<file path="src/rtl/stream_byte_packer.sv">
// stream_byte_packer: packs RATIO narrow valid/ready beats of IN_W bits into
// one wide output word. A beat flagged s_last closes the word early; unused
// upper lanes are zero and m_count gives the number of valid lanes.
// A single output register lets a completing beat load while the previous
// word drains, so throughput is one beat per cycle while m_ready is high.
// Optional feature macro: STREAM_PACKER_KEEP_EN adds the registered m_keep
// lane mask (bit i set when i < m_count).
module stream_byte_packer #(
  parameter int IN_W  = 8,
  parameter int RATIO = 4,
  parameter int CNT_W = $clog2(RATIO + 1)
) (
  input  logic                    clk,
  input  logic                    reset,
  input  logic                    flush_in,
  input  logic                    s_valid,
  output logic                    s_ready,
  input  logic [IN_W-1:0]         s_data,
  input  logic                    s_last,
  output logic                    m_valid,
  input  logic                    m_ready,
  output logic [IN_W*RATIO-1:0]   m_data,
  output logic                    m_last,
  output logic [CNT_W-1:0]        m_count
`ifdef STREAM_PACKER_KEEP_EN
  ,
  output logic [RATIO-1:0]        m_keep
`endif
);

  localparam int IDX_W = $clog2(RATIO);
  localparam int W     = IN_W * RATIO;

  logic [W-1:0]     acc;
  logic [IDX_W-1:0] idx;
  logic             out_full;
  logic             s_fire;
  logic             completing;
  logic [W-1:0]     merged;

  // Ready depends only on the output register and m_ready, never on s_valid.
  assign s_ready    = !out_full || m_ready;
  assign m_valid    = out_full;
  assign s_fire     = s_valid && s_ready && !flush_in;
  assign completing = s_last || (idx == IDX_W'(RATIO - 1));

  // Accumulator with the current beat dropped into lane idx; lanes above idx
  // are already zero because acc clears on every completed word.
  always_comb begin
    merged = acc;
    merged[idx*IN_W +: IN_W] = s_data;
  end

  // Lane accumulation, output word load/drain, flush and reset.
  always_ff @(posedge clk) begin
    if (reset) begin
      acc      <= '0;
      idx      <= '0;
      out_full <= 1'b0;
      m_data   <= '0;
      m_last   <= 1'b0;
      m_count  <= '0;
    end else if (flush_in) begin
      acc      <= '0;
      idx      <= '0;
      out_full <= 1'b0;
    end else begin
      if (out_full && m_ready) begin
        out_full <= 1'b0;
      end
      if (s_fire) begin
        if (completing) begin
          out_full <= 1'b1;
          m_data   <= merged;
          m_last   <= s_last;
          m_count  <= CNT_W'(idx) + CNT_W'(1);
          acc      <= '0;
          idx      <= '0;
        end else begin
          acc      <= merged;
          idx      <= idx + IDX_W'(1);
        end
      end
    end
  end

`ifdef STREAM_PACKER_KEEP_EN
  logic [RATIO-1:0] keep_next;

  // Lane mask for the word being loaded: lanes 0..idx are valid.
  always_comb begin
    keep_next = '0;
    for (int i = 0; i < RATIO; i++) begin
      keep_next[i] = (i <= int'(idx));
    end
  end

  // Keep mask registered alongside the word so it tracks m_count.
  always_ff @(posedge clk) begin
    if (reset) begin
      m_keep <= '0;
    end else if (!flush_in && s_fire && completing) begin
      m_keep <= keep_next;
    end
  end
`endif

endmodule

</file>
<file path="config.mk">
export PLATFORM = sky130hd
export DESIGN_NAME = stream_byte_packer
export DESIGN_NICKNAME = d
export VERILOG_FILES = /design/src/rtl/stream_byte_packer.sv
export SDC_FILE = /design/constraint.sdc
export NUM_CORES = 1
export LEC_CHECK = 0
export CAP_MARGIN = 10
export CORE_MARGIN = 4
export CORE_UTILIZATION = 55
export CTS_BUF_LIST = sky130_fd_sc_hd__clkbuf_4 sky130_fd_sc_hd__clkbuf_8 sky130_fd_sc_hd__clkbuf_16
export DETAILED_ROUTE_END_ITERATION = 10
export PLACE_DENSITY = 0.84
export SYNTH_ARGS = -nofsm -noshare
export SYNTH_HDL_FRONTEND = slang
export SYNTH_SLANG_ARGS = --single-unit
</file>
<file path="constraint.sdc">
create_clock -name clk -period 3.4 [get_ports clk]
set_input_delay 0.68 -clock clk [delete_from_list [all_inputs] [get_ports clk]]
set_output_delay 0.68 -clock clk [all_outputs]
set_load 0.02 [all_outputs]
</file>
==> After elaboration in Yosys (flattened, before gate mapping) <==
Cells that the tools add are included.
{ "totals": {"regBits": 71, "latch_bits": 0, "ramBits": 0, "rom_bits": 0, "inputBits": 14, "out_inout_bits": 38, "wordCells": 28, "memories": 0} }
{ "classes": {"addsub": 3, "mul": 0, "div": 0, "magnitude_cmp": 0, "n_eq_ne": 1, "shift": 2, "muxes": 6, "n_bitwise": 1, "reduce_logical": 9} }
{ "ops": {"columns": ["cell", "n"], "rows": [
  ["5-bit negator with 34-bit output", 1],
  ["8-bit by 34-bit variable shift with 32-bit output (first input constant)", 1],
  ["8-bit by 34-bit indexed part select with 32-bit output", 1],
  ["32-bit bitwise mux", 1],
  ["32-bit 2-to-1 mux", 1],
  ["2-bit by 1-bit adder with 3-bit output (second input constant)", 1],
  ["1-bit logical AND", 3],
  ["1-bit 2-to-1 mux", 3],
  ["3-bit AND reduction", 1],
  ["2-bit by 1-bit adder with 2-bit output (second input constant)", 1],
  ["2-bit == test (second input constant)", 1],
  ["1-bit zero test", 2],
  ["1-bit logical OR", 2],
  ["2-bit 2-to-1 mux", 1],
  ["2-bit OR reduction", 1],
  ["1-bit inverter", 1]
]} }

==> Logic depth before layout (Yosys ltp) <==
Gate-level depths: netlist of run 1.
{ "depth": {"ltp_word": 5, "ltp_mapped": 6, "depth_no_buf": 5} }

==> Least setup slack after synthesis of run 1 <==
No wires, ideal clock.
{ "synth_path": {"kind": "input -> output", "start": "input m_ready", "end": "output s_ready", "arrival_ns": 1.198, "t_required_ns": 2.720, "setup_slack_ns": 1.522, "cell_stages": 3, "path_buffers": 1, "cell_sequence": "nor2b_2 inv_2 buf_2"} }
{ "synth_via": {"elab_chain_len": 1} }
{ "synth_rtl": {"columns": ["element", "line", "rtl"], "rows": [
  ["start: declaration", "21", "input logic m_ready,"],
  ["1-bit logical OR", "42", "assign s_ready = !out_full || m_ready;"],
  ["end: declaration", "17", "output logic s_ready,"]
]} }
Every way passes these cells.

==> Worst setup path in the final report of run 1 <==
Same ends and word-level chain as after synthesis.

==> results.md, run 1 <==
- Ys Warns: 0
- Via total after detailed routing: 2695
- Leakage Power: 1.28 nW
- Yosys reg bits: 71
- Total setup buffers inserted after CTS: 0
- Worst vdd ir: 0.298 mV
- Post-synth top area share: 0.458
- IO Count: 52
- Critical path's top delay family: buffers and inverters
- Initial antenna violation count: 0
- Final #Nets: 372
- Post-DR wirelength/cell: 18.0 um
- CP Class: in -> out
- IO Port Bufs: 51
- Final Max Slew Viols: 0
- Synth cell count leaders: dfxtp_1, a31oi_1, nor2b_1
- Starting density of the core: 0.564
- CP arrival: 2.02 ns
- Die area: 6910 sq um
- Fill cell count: 413
- Fraction of registers with async set/reset: 0
- Synth-to-layout area growth: 22.5%
- Setup_tns: 0 ns
- Die width: 83.1 um
- Antenna Nets Post-Route: 0
- Number of global-route vias before repair: 2676
- Gpl congestion: 0.828
- RSZ-0062 raised after global routing: no
- Reg-to-Reg Start: idx[0]
- Critical path endpoint category: output port
- Post-CTS sizing: 0
- Clk sinks: 71
- Final min period: 2.70 ns
- HP Start: acc[23]
- CP startpoint kind: input pin
- PD cells: 457 nW/um^2
- Most frequent cell after synthesis: dfxtp_1
- Leading area contributor after synthesis: dfxtp_1
- Worst-margin pin slew: 0.743 ns
- Cell variety after synth: 46
- First-pass GRT wire length: 13.2 mm
- CP Cell Sequence: clkdlybuf4s50_1 -> nor2b_2 -> inv_2 -> clkdlybuf4s50_1
- Hold Crit Depth: 1
- Share of layout cells above drive strength 1: 0.0980
- Area contributors post-synth: dfxtp_1, a31oi_1, o2bb2ai_1, a211oi_1, nor2b_1
- Core box area: 5510 sq um
- Worst-Skew Late Latency: 0.34 ns
- Mean post-synth cell area: 9.95 sq um
- Die height: 83.1 um
- DP Area: 3600 sq um
- Hpwl dp: 5.12 mm
- Critical path buffers and inverters: 3
- Critical path's slowest cell: clkdlybuf4s50_1
- Number of synthesized flops with an enable pin: 0
- FF-to-FF path depth: 5
- Cells after Synth: 312
- Total GRT Usage: 0.232
- F_max: 370 MHz
- Syn_nets: 332
- Root Driver: clkbuf_8
- CTS tree: yes
- CTS Buffer Depth: 2
- Avg Vias per Cell: 6.28
- Diodes inserted: 0
- Fin cells: 429
- CP Launch Point: m_ready
- Final setup skew: 0.00884 ns
- Initial drt markers: 235
- # Max-Cap Violations: 0
- CTS Buf Count: 9
- Final instance area: 3800 sq um
- WP depth: 4
- H-tree Lvls: 3
- Drc violations: 0
- Hold Crit Class: reg -> reg
- Hold Vio Cnt, Final: 0
- Placed insts: 413
- Crit Path Max Fanout: 6
- # setup viols final: 0
- Hold_buf cts: 0
- Req. time, crit path: 2.72 ns
- Critical path's largest stage delay: 0.55 ns
- CP most frequent cell: clkdlybuf4s50_1
- Slew headroom: 0.505
- Sequential share of the synthesized area: 0.458
- Row count: 27
- GRT Residual Overflow: 0
- Primary FF master, synth: dfxtp_1
- Final period util: 0.794
- Pin count of the biggest net entering global routing: 44
- Synth Cell Area: 3100 sq um
- Status: finished clean
- DRT Pass-1 Iters: 4
- Drt total wl: 7.72 mm
- Clock transition at path regs: 0.07 ns
[sequential cells by signal, indices dropped and copies added, names as in the netlist]
register	count
acc	32
m_data	32
m_count	3
idx	2
m_last	1
m_valid	1
[cells in the final DEF (no fill, tap or decap), types with 2 or more instances in the layout]
| cell | count |
|---|---|
| nor2b_1 | 23 |
| o2bb2ai_1 | 21 |
| a311oi_1 | 8 |
| clkinv_2 | 3 |
| ha_1 | 6 |
| a31oi_1 | 38 |
| clkbuf_8 | 10 |
| nand3_1 | 3 |
| clkinvlp_4 | 2 |
| o221a_2 | 3 |
| a2bb2o_1 | 8 |
| inv_1 | 5 |
| nand2_1 | 7 |
| a32o_1 | 3 |
| o2111ai_1 | 2 |
| nor2_1 | 3 |
| clkdlybuf4s50_1 | 51 |
| a21oi_1 | 17 |
| dfxtp_1 | 71 |
| and3_1 | 4 |
| buf_4 | 8 |
| nand2b_1 | 10 |
| nand4_1 | 5 |
| a211oi_1 | 22 |
[final cells by class]
cell class | instances | area [sq um] | share of cell area
clock buffers | 10 | 138 | 0.0362
clock inverters | 6 | 60.1 | 0.0158
inverters | 6 | 22.5 | 0.00592
multi-input cells | 205 | 1500 | 0.394
flip-flops and latches | 71 | 1420 | 0.374
well taps | 72 | 90.1 | 0.0237
repair buffers | 59 | 571 | 0.150
[logic make-up (layout without fill, tap and decap cells)]
group / after synthesis / after routing / synth area share
AOI/OAI and AO/OA: 130 / 130 / 0.311
DFF: 71 / 71 / 0.458
and+or+nand+nor: 69 / 69 / 0.146
buffers and inverters: 36 / 81 / 0.0613
adders and majority gates: 6 / 6 / 0.0242
[through the flow]
stage          worst slack, ns  hold slack [ns]   util  total power, mW
6_report                 0.701            0.457  0.690             1.74
3_5_place_dp             0.711            0.440  0.654             1.08
3_3_place_gp             0.712            0.437  0.654             1.07
2_1_floorplan             1.52            0.425      -            0.995
5_1_grt                  0.637            0.477  0.690             1.79
4_1_cts                  0.695            0.459  0.690             1.74
[routing by layer]
layer | routed length, um | track usage | vias up | part of all wire
met1 | 3580 | 0.304 | 1318 | 0.46
met2 | 3700 | 0.372 | 77 | 0.48
met5 | 0 | 0 | - | 0
li1 | - | - | 1288 | -
met4 | 120 | 0.0906 | 0 | 0.016
met3 | 327 | 0.0506 | 12 | 0.042
[worst paths after layout]
path,to,slack (ns)
worst max-delay path,s_ready,0.70
worst min register to register,acc[23],0.46
worst min-delay path,acc[23],0.46
worst max register to register,m_data[20],1.06
[report_power, final]
group	total, mW	internal, mW	switching [mW]
clock network	0.677	0.355	0.322
registers	0.865	0.853	0.0126
logic	0.195	0.0827	0.112
[worst register-to-register path, delay by kind of cell, from the launching register on]
kind,cells,cell delay [ns]
AND/OR/NAND/NOR,1,0.56
flip-flops,1,0.61
adder cells (fa/ha/maj),1,0.43
buffers and inverters,1,0.20
AO/OA/AOI/OAI,2,0.44
Note: power is estimated with default switching activity, not from simulation.
==> run 2: changes to the inputs <==
Settings changed: CORE_UTILIZATION 55 to 48, PLACE_DENSITY 0.84 to 0.78.
Clock period 3.4 ns to 2.35 ns, I/O delays scaled along.
==> run 2 against run 1 <==
- non-clock buffer count grew 9
- critical path depth unchanged
- worst hold slack better by 0.0018 ns
- sequential power grew 45%
- worst setup slack worse by 0.51 ns
- critical endpoint unchanged
- clock skew fell by 0.00069 ns
==> results.md, run 2 (same netlist as run 1, synthesis figures left out) <==
- Status: finished clean (unchanged)
- Area of the multi-input gates: 1500 sq um (unchanged)
- Pin count of the biggest net entering global routing: 44 (unchanged)
- Clock transition at path regs: 0.08 ns (was 0.07 ns)
- Slew headroom: 0.617 (was 0.505)
- Clk sinks: 71 (unchanged)
- Root Driver: clkbuf_8 (unchanged)
- Fill cell count: 557 (was 413)
- Via total after detailed routing: 2656 (was 2695)
- Worst-margin pin slew: 0.574 ns (was 0.743 ns)
- Layout Utilization: 0.620 (was 0.690)
- CP arrival: 1.69 ns (was 2.02 ns)
- Biggest regs: acc x32, m_data x32, m_count x3 (unchanged)
- Reg-to-Reg Start: idx[1] (was idx[0])
- Starting density of the core: 0.492 (was 0.564)
- Critical path buffers and inverters: 3 (unchanged)
- CP Launch Point: m_ready (unchanged)
- Die height: 88.4 um (was 83.1 um)
- Avg Vias per Cell: 6.00 (was 6.28)
- Number of global-route vias before repair: 2602 (was 2676)
- # Max-Cap Violations: 0 (unchanged)
- Final setup skew: 0.00815 ns (was 0.00884 ns)
- # setup viols final: 0 (unchanged)
- Req. time, crit path: 1.88 ns (was 2.72 ns)
- Drc violations: 0 (unchanged)
- Core box area: 6310 sq um (was 5510 sq um)
- Row count: 29 (was 27)
- Final #Nets: 381 (was 372)
- Hpwl dp: 5.33 mm (was 5.12 mm)
- Initial antenna violation count: 0 (unchanged)
- Diodes inserted: 0 (unchanged)
- CP Cell Sequence: clkdlybuf4s50_1 -> nor2b_2 -> inv_2 -> clkdlybuf4s50_1 (unchanged)
- Critical path's largest stage delay: 0.62 ns (was 0.55 ns)
- Final Max Slew Viols: 0 (unchanged)
- Flip-flop and latch area: 1420 sq um (unchanged)
- Final period util: 0.920
- Setup_tns: 0 ns (unchanged)
- Die area: 7820 sq um (was 6910 sq um)
- Share of layout cells above drive strength 1: 0.120 (was 0.0980)
- Crit Path Max Fanout: 2 (was 6)
- RSZ-0062 raised after global routing: no (unchanged)
- Hold_buf cts: 0 (unchanged)
- Total GRT Usage: 0.216 (was 0.232)
- Gpl congestion: 0.796 (was 0.828)
- Hold Vio Cnt, Final: 0 (unchanged)
- IO Count: 52 (unchanged)
- Antenna Nets Post-Route: 0 (unchanged)
- DRT Pass-1 Iters: 4 (unchanged)
- PD cells: 646 nW/um^2 (was 457 nW/um^2)
- Worst-Skew Late Latency: 0.35 ns (was 0.34 ns)
- CTS Buf Count: 9 (unchanged)
- Final min period: 2.16 ns
- Critical path's top delay family: buffers and inverters (unchanged)
- Synth-to-layout area growth: 26.0% (was 22.5%)
- Total setup buffers inserted after CTS: 0 (unchanged)
- Die width: 88.4 um (was 83.1 um)
- CP most frequent cell: clkdlybuf4s50_1 (unchanged)
- Commonest cells after routing, fill and taps aside: dfxtp_1, clkdlybuf4s50_1, a31oi_1 (unchanged)
- IO Port Bufs: 51 (unchanged)
- CTS tree: yes (unchanged)
- CTS Buffer Depth: 2 (unchanged)
- CP startpoint kind: input pin (unchanged)
- Hold Crit Class: reg -> reg (unchanged)
- Initial drt markers: 134 (was 235)
- GRT Residual Overflow: 0 (unchanged)
- Commonest non-fill, non-tap cell in the layout: dfxtp_1 (unchanged)
- Critical path endpoint category: output port (unchanged)
- Drt total wl: 7.89 mm (was 7.72 mm)
- Leakage Power: 1.34 nW (was 1.28 nW)
- Total chip power: 2.53 mW (was 1.74 mW)
- First-pass GRT wire length: 13.0 mm (was 13.2 mm)
- F_max: 462 MHz
- Critical path's slowest cell: clkdlybuf4s50_1 (unchanged)
- H-tree Lvls: 3 (unchanged)
- CP Class: in -> out (unchanged)
- HP Start: acc[0] (was acc[23])
- Post-CTS sizing: 0 (unchanged)
- Hold slack: 0.458 ns (was 0.457 ns)
- Worst vdd ir: 0.437 mV (was 0.298 mV)
- Post-DR wirelength/cell: 17.8 um (was 18.0 um)
## run 2: layout make-up
class / instances / area share
clock inverters: 6 / 0.0154
multi-input cells: 205 / 0.383
well taps: 77 / 0.0246
repair buffers: 68 / 0.173
inverters: 6 / 0.00576
flip-flops and latches: 71 / 0.363
clock buffers: 10 / 0.0352
## run 2: path summary, 6_finish.rpt
path | cells after the start | slack, ns | endpoint
hold reg to reg | 1 | 0.46 | acc[0]
hold / removal | 1 | 0.46 | acc[0]
setup reg to reg | 5 | 0.41 | m_data[21]
setup / recovery | 4 | 0.19 | s_ready
## run 2: routing by layer
metal / up-vias / track usage / part of all wire
li1: 1296 / - / -
met1: 1292 / 0.281 / 0.46
met2: 55 / 0.346 / 0.48
met3: 13 / 0.0568 / 0.046
met4: 0 / 0.0783 / 0.018
met5: - / 0 / 0
## run 2: power breakdown
group	switching (mW)	leakage [nW]	internal, mW
Combinational	0.165	0.667	0.132
Clock	0.466	0.0981	0.513
Sequential	0.0156	0.576	1.23
## run 2: per-stage QoR
stage / instance area [sq um] / instances / setup WS [ns]
after CTS: 3910 / 443 / 0.181
final: 3910 / 443 / 0.187
after global placement: 3710 / 427 / 0.183
after floorplan: 3100 / 312 / 0.496
after detailed placement: 3710 / 427 / 0.0836
after global routing: 3910 / 443 / 0.150
## run 2: worst reg2reg max path: stages, from the launching register on
cell,delay (ns)
dfxtp_1,0.41
inv_1,0.11
ha_1,0.43
nor4b_4,0.44
a31oi_1,0.21
a211oi_1,0.25
==> run 3: changes to the inputs <==
Settings changed: CORE_UTILIZATION 48 to 30, PLACE_DENSITY 0.78 to 0.54.
==> run 3 against run 2 <==
- combinational power barely moved
- critical path depth is the same
- clock power grew 11%
- routed wire length grew 8.5%
- maximum frequency fell by 0.68%
- non-clock buffer count rose by 1
- final area rose by 2.3%
- clock-buffer cell count rose by 1
==> results.md, run 3 (same netlist as run 1, synthesis figures left out) <==
- Status: finished clean (unchanged)
- Critical path buffers and inverters: 3 (unchanged)
- Final min period: 2.18 ns (was 2.16 ns)
- CP Class: in -> out (unchanged)
- Final Max Slew Viols: 0 (unchanged)
- Core box area: 9910 sq um (was 6310 sq um)
- Biggest regs: acc x32, m_data x32, m_count x3 (unchanged)
- Fill cell count: 1018 (was 557)
- CP startpoint kind: input pin (unchanged)
- CP Cell Sequence: clkdlybuf4s50_1 -> nor2b_2 -> inv_2 -> clkdlybuf4s50_1 (unchanged)
- IO Count: 52 (unchanged)
- Critical path's top delay family: buffers and inverters (unchanged)
- Pin count of the biggest net entering global routing: 44 (unchanged)
- Initial drt markers: 117 (was 134)
- Diodes inserted: 0 (unchanged)
- Slew headroom: 0.635 (was 0.617)
- Hold Crit Class: reg -> reg (unchanged)
- Final setup skew: 0.0123 ns (was 0.00815 ns)
- Hpwl dp: 5.86 mm (was 5.33 mm)
- Placed insts: 484 (was 427)
- Critical path endpoint category: output port (unchanged)
- Post-DR wirelength/cell: 17.1 um (was 17.8 um)
- Number of global-route vias before repair: 2613 (was 2602)
- Critical path's slowest cell: clkdlybuf4s50_1 (unchanged)
- Req. time, crit path: 1.88 ns (about the same)
- PD cells: 659 nW/um^2 (was 646 nW/um^2)
- # setup viols final: 0 (unchanged)
- Die width: 110 um (was 88.4 um)
- Hold Vio Cnt, Final: 0 (unchanged)
- Leakage Power: 1.36 nW (was 1.34 nW)
- Via total after detailed routing: 2617 (was 2656)
- FF-to-FF path depth: 5 (unchanged)
- Die area: 12000 sq um (was 7820 sq um)
- Final #Nets: 382 (was 381)
- First-pass GRT wire length: 13.8 mm (was 13.0 mm)
- Share of layout cells above drive strength 1: 0.123 (was 0.120)
- Total GRT Usage: 0.148 (was 0.216)
- Gpl congestion: 0.784 (was 0.796)
- Hold_buf cts: 0 (unchanged)
- CTS Buffer Depth: 2 (unchanged)
- Clock transition at path regs: 0.07 ns (was 0.08 ns)
- Reg-to-Reg Start: idx[0] (was idx[1])
- Reg-to-reg setup timing slack: 0.31 ns (was 0.41 ns)
- Commonest non-fill, non-tap cell in the layout: dfxtp_1 (unchanged)
- Critical R2R Capture: m_data[14] (was m_data[21])
- DP Area: 3780 sq um (was 3710 sq um)
- CP most frequent cell: clkdlybuf4s50_1 (unchanged)
- Post-CTS sizing: 0 (unchanged)
- CTS tree: yes (unchanged)
- CTS Buf Count: 9 (unchanged)
- Total setup buffers inserted after CTS: 0 (unchanged)
- Worst Hold Path EP: acc[13] (was acc[0])
- Crit Path Max Fanout: 2 (unchanged)
- # Max-Cap Violations: 0 (unchanged)
- Worst-Skew Late Latency: 0.35 ns (about the same)
- Initial antenna violation count: 0 (unchanged)
- DRT Pass-1 Iters: 6 (was 4)
- Drt total wl: 8.56 mm (was 7.89 mm)
- Antenna Nets Post-Route: 0 (unchanged)
- Total chip power: 2.64 mW (was 2.53 mW)
- Fin cells: 500 (was 443)
- Hold Crit Depth: 1 (unchanged)
- Critical path's largest stage delay: 0.63 ns (was 0.62 ns)
- CP arrival: 1.71 ns (was 1.69 ns)
- Root Driver: clkbuf_8 (unchanged)
- Worst vdd ir: 0.219 mV (was 0.437 mV)
- F_max: 459 MHz (was 462 MHz)
- Final instance area: 4000 sq um (was 3910 sq um)
- Setup_tns: 0 ns (unchanged)
- Placement Setup Slack: 0.0900 ns (was 0.0836 ns)
- GRT Residual Overflow: 0 (unchanged)
- Row count: 36 (was 29)
- Commonest cells after routing, fill and taps aside: dfxtp_1, clkdlybuf4s50_1, a31oi_1 (unchanged)
- Worst-margin pin slew: 0.548 ns (was 0.574 ns)
- RSZ-0062 raised after global routing: no (unchanged)
- Clk sinks: 71 (unchanged)
- HP Start: acc[13] (was acc[0])
- Drc violations: 0 (unchanged)
- Avg Vias per Cell: 5.23 (was 6.00)
- Die height: 110 um (was 88.4 um)
- Synth-to-layout area growth: 28.9% (was 26.0%)
- IO Port Bufs: 51 (unchanged)
- H-tree Lvls: 3 (unchanged)
- Starting density of the core: 0.313 (was 0.492)
- Final setup margin: 0.172 ns (was 0.187 ns)
- Final period util: 0.927 (was 0.920)
==> run 3: changes by cell type in the layout (fill, tap and decap cells not counted), moves of 2 or more <==
cell        delta
clkinvlp_4     -2
clkbuf_4       +2
buf_4          +2
clkinv_4       +2
clkinv_2       -2
==> run 3: worst max-delay path by stage <==
stage,end,startpoint,depth (start not counted)
6_report,s_ready,m_ready,4
5_1_grt,m_data[18],idx[0],5
4_1_cts,s_ready,m_ready,4
3_5_place_dp,acc[22],m_ready,7
3_3_place_gp,s_ready,m_ready,4
2_1_floorplan,m_data[14],idx[0],6
==> run 3: metal layers <==
metal	global-route usage	routed length (um)	vias to the layer above
li1	-	-	1302
met1	0.202	4240	1259
met2	0.231	3870	49
met3	0.0358	357	7
met4	0.0454	91	0
met5	0	0	-
==> run 3: layout make-up <==
class                           count  area [sq um]  share of cell area
Multi-Input combinational cell    205          1500               0.375
Inverter                            6          22.5             0.00563
Clock buffer                       11           139              0.0347
Tap cell                          133           166              0.0416
Timing Repair Buffer               69           671               0.168
Clock inverter                      5          82.6              0.0206
Sequential cell                    71          1420               0.355
==> run 3: metrics by stage <==
step,hold WS (ns),utilization
finish,0.455,0.404
global route,0.472,0.404
CTS,0.460,0.404
detailed placement,0.440,0.381
global placement,0.436,0.381
floorplan,0.425,-
==> run 3: where the power goes <==
group          switching, mW  internal (mW)  total (mW)
sequential            0.0176           1.23        1.25
combinational          0.168          0.131       0.299
clock                  0.462          0.624        1.09
total                  0.648           1.99        2.64
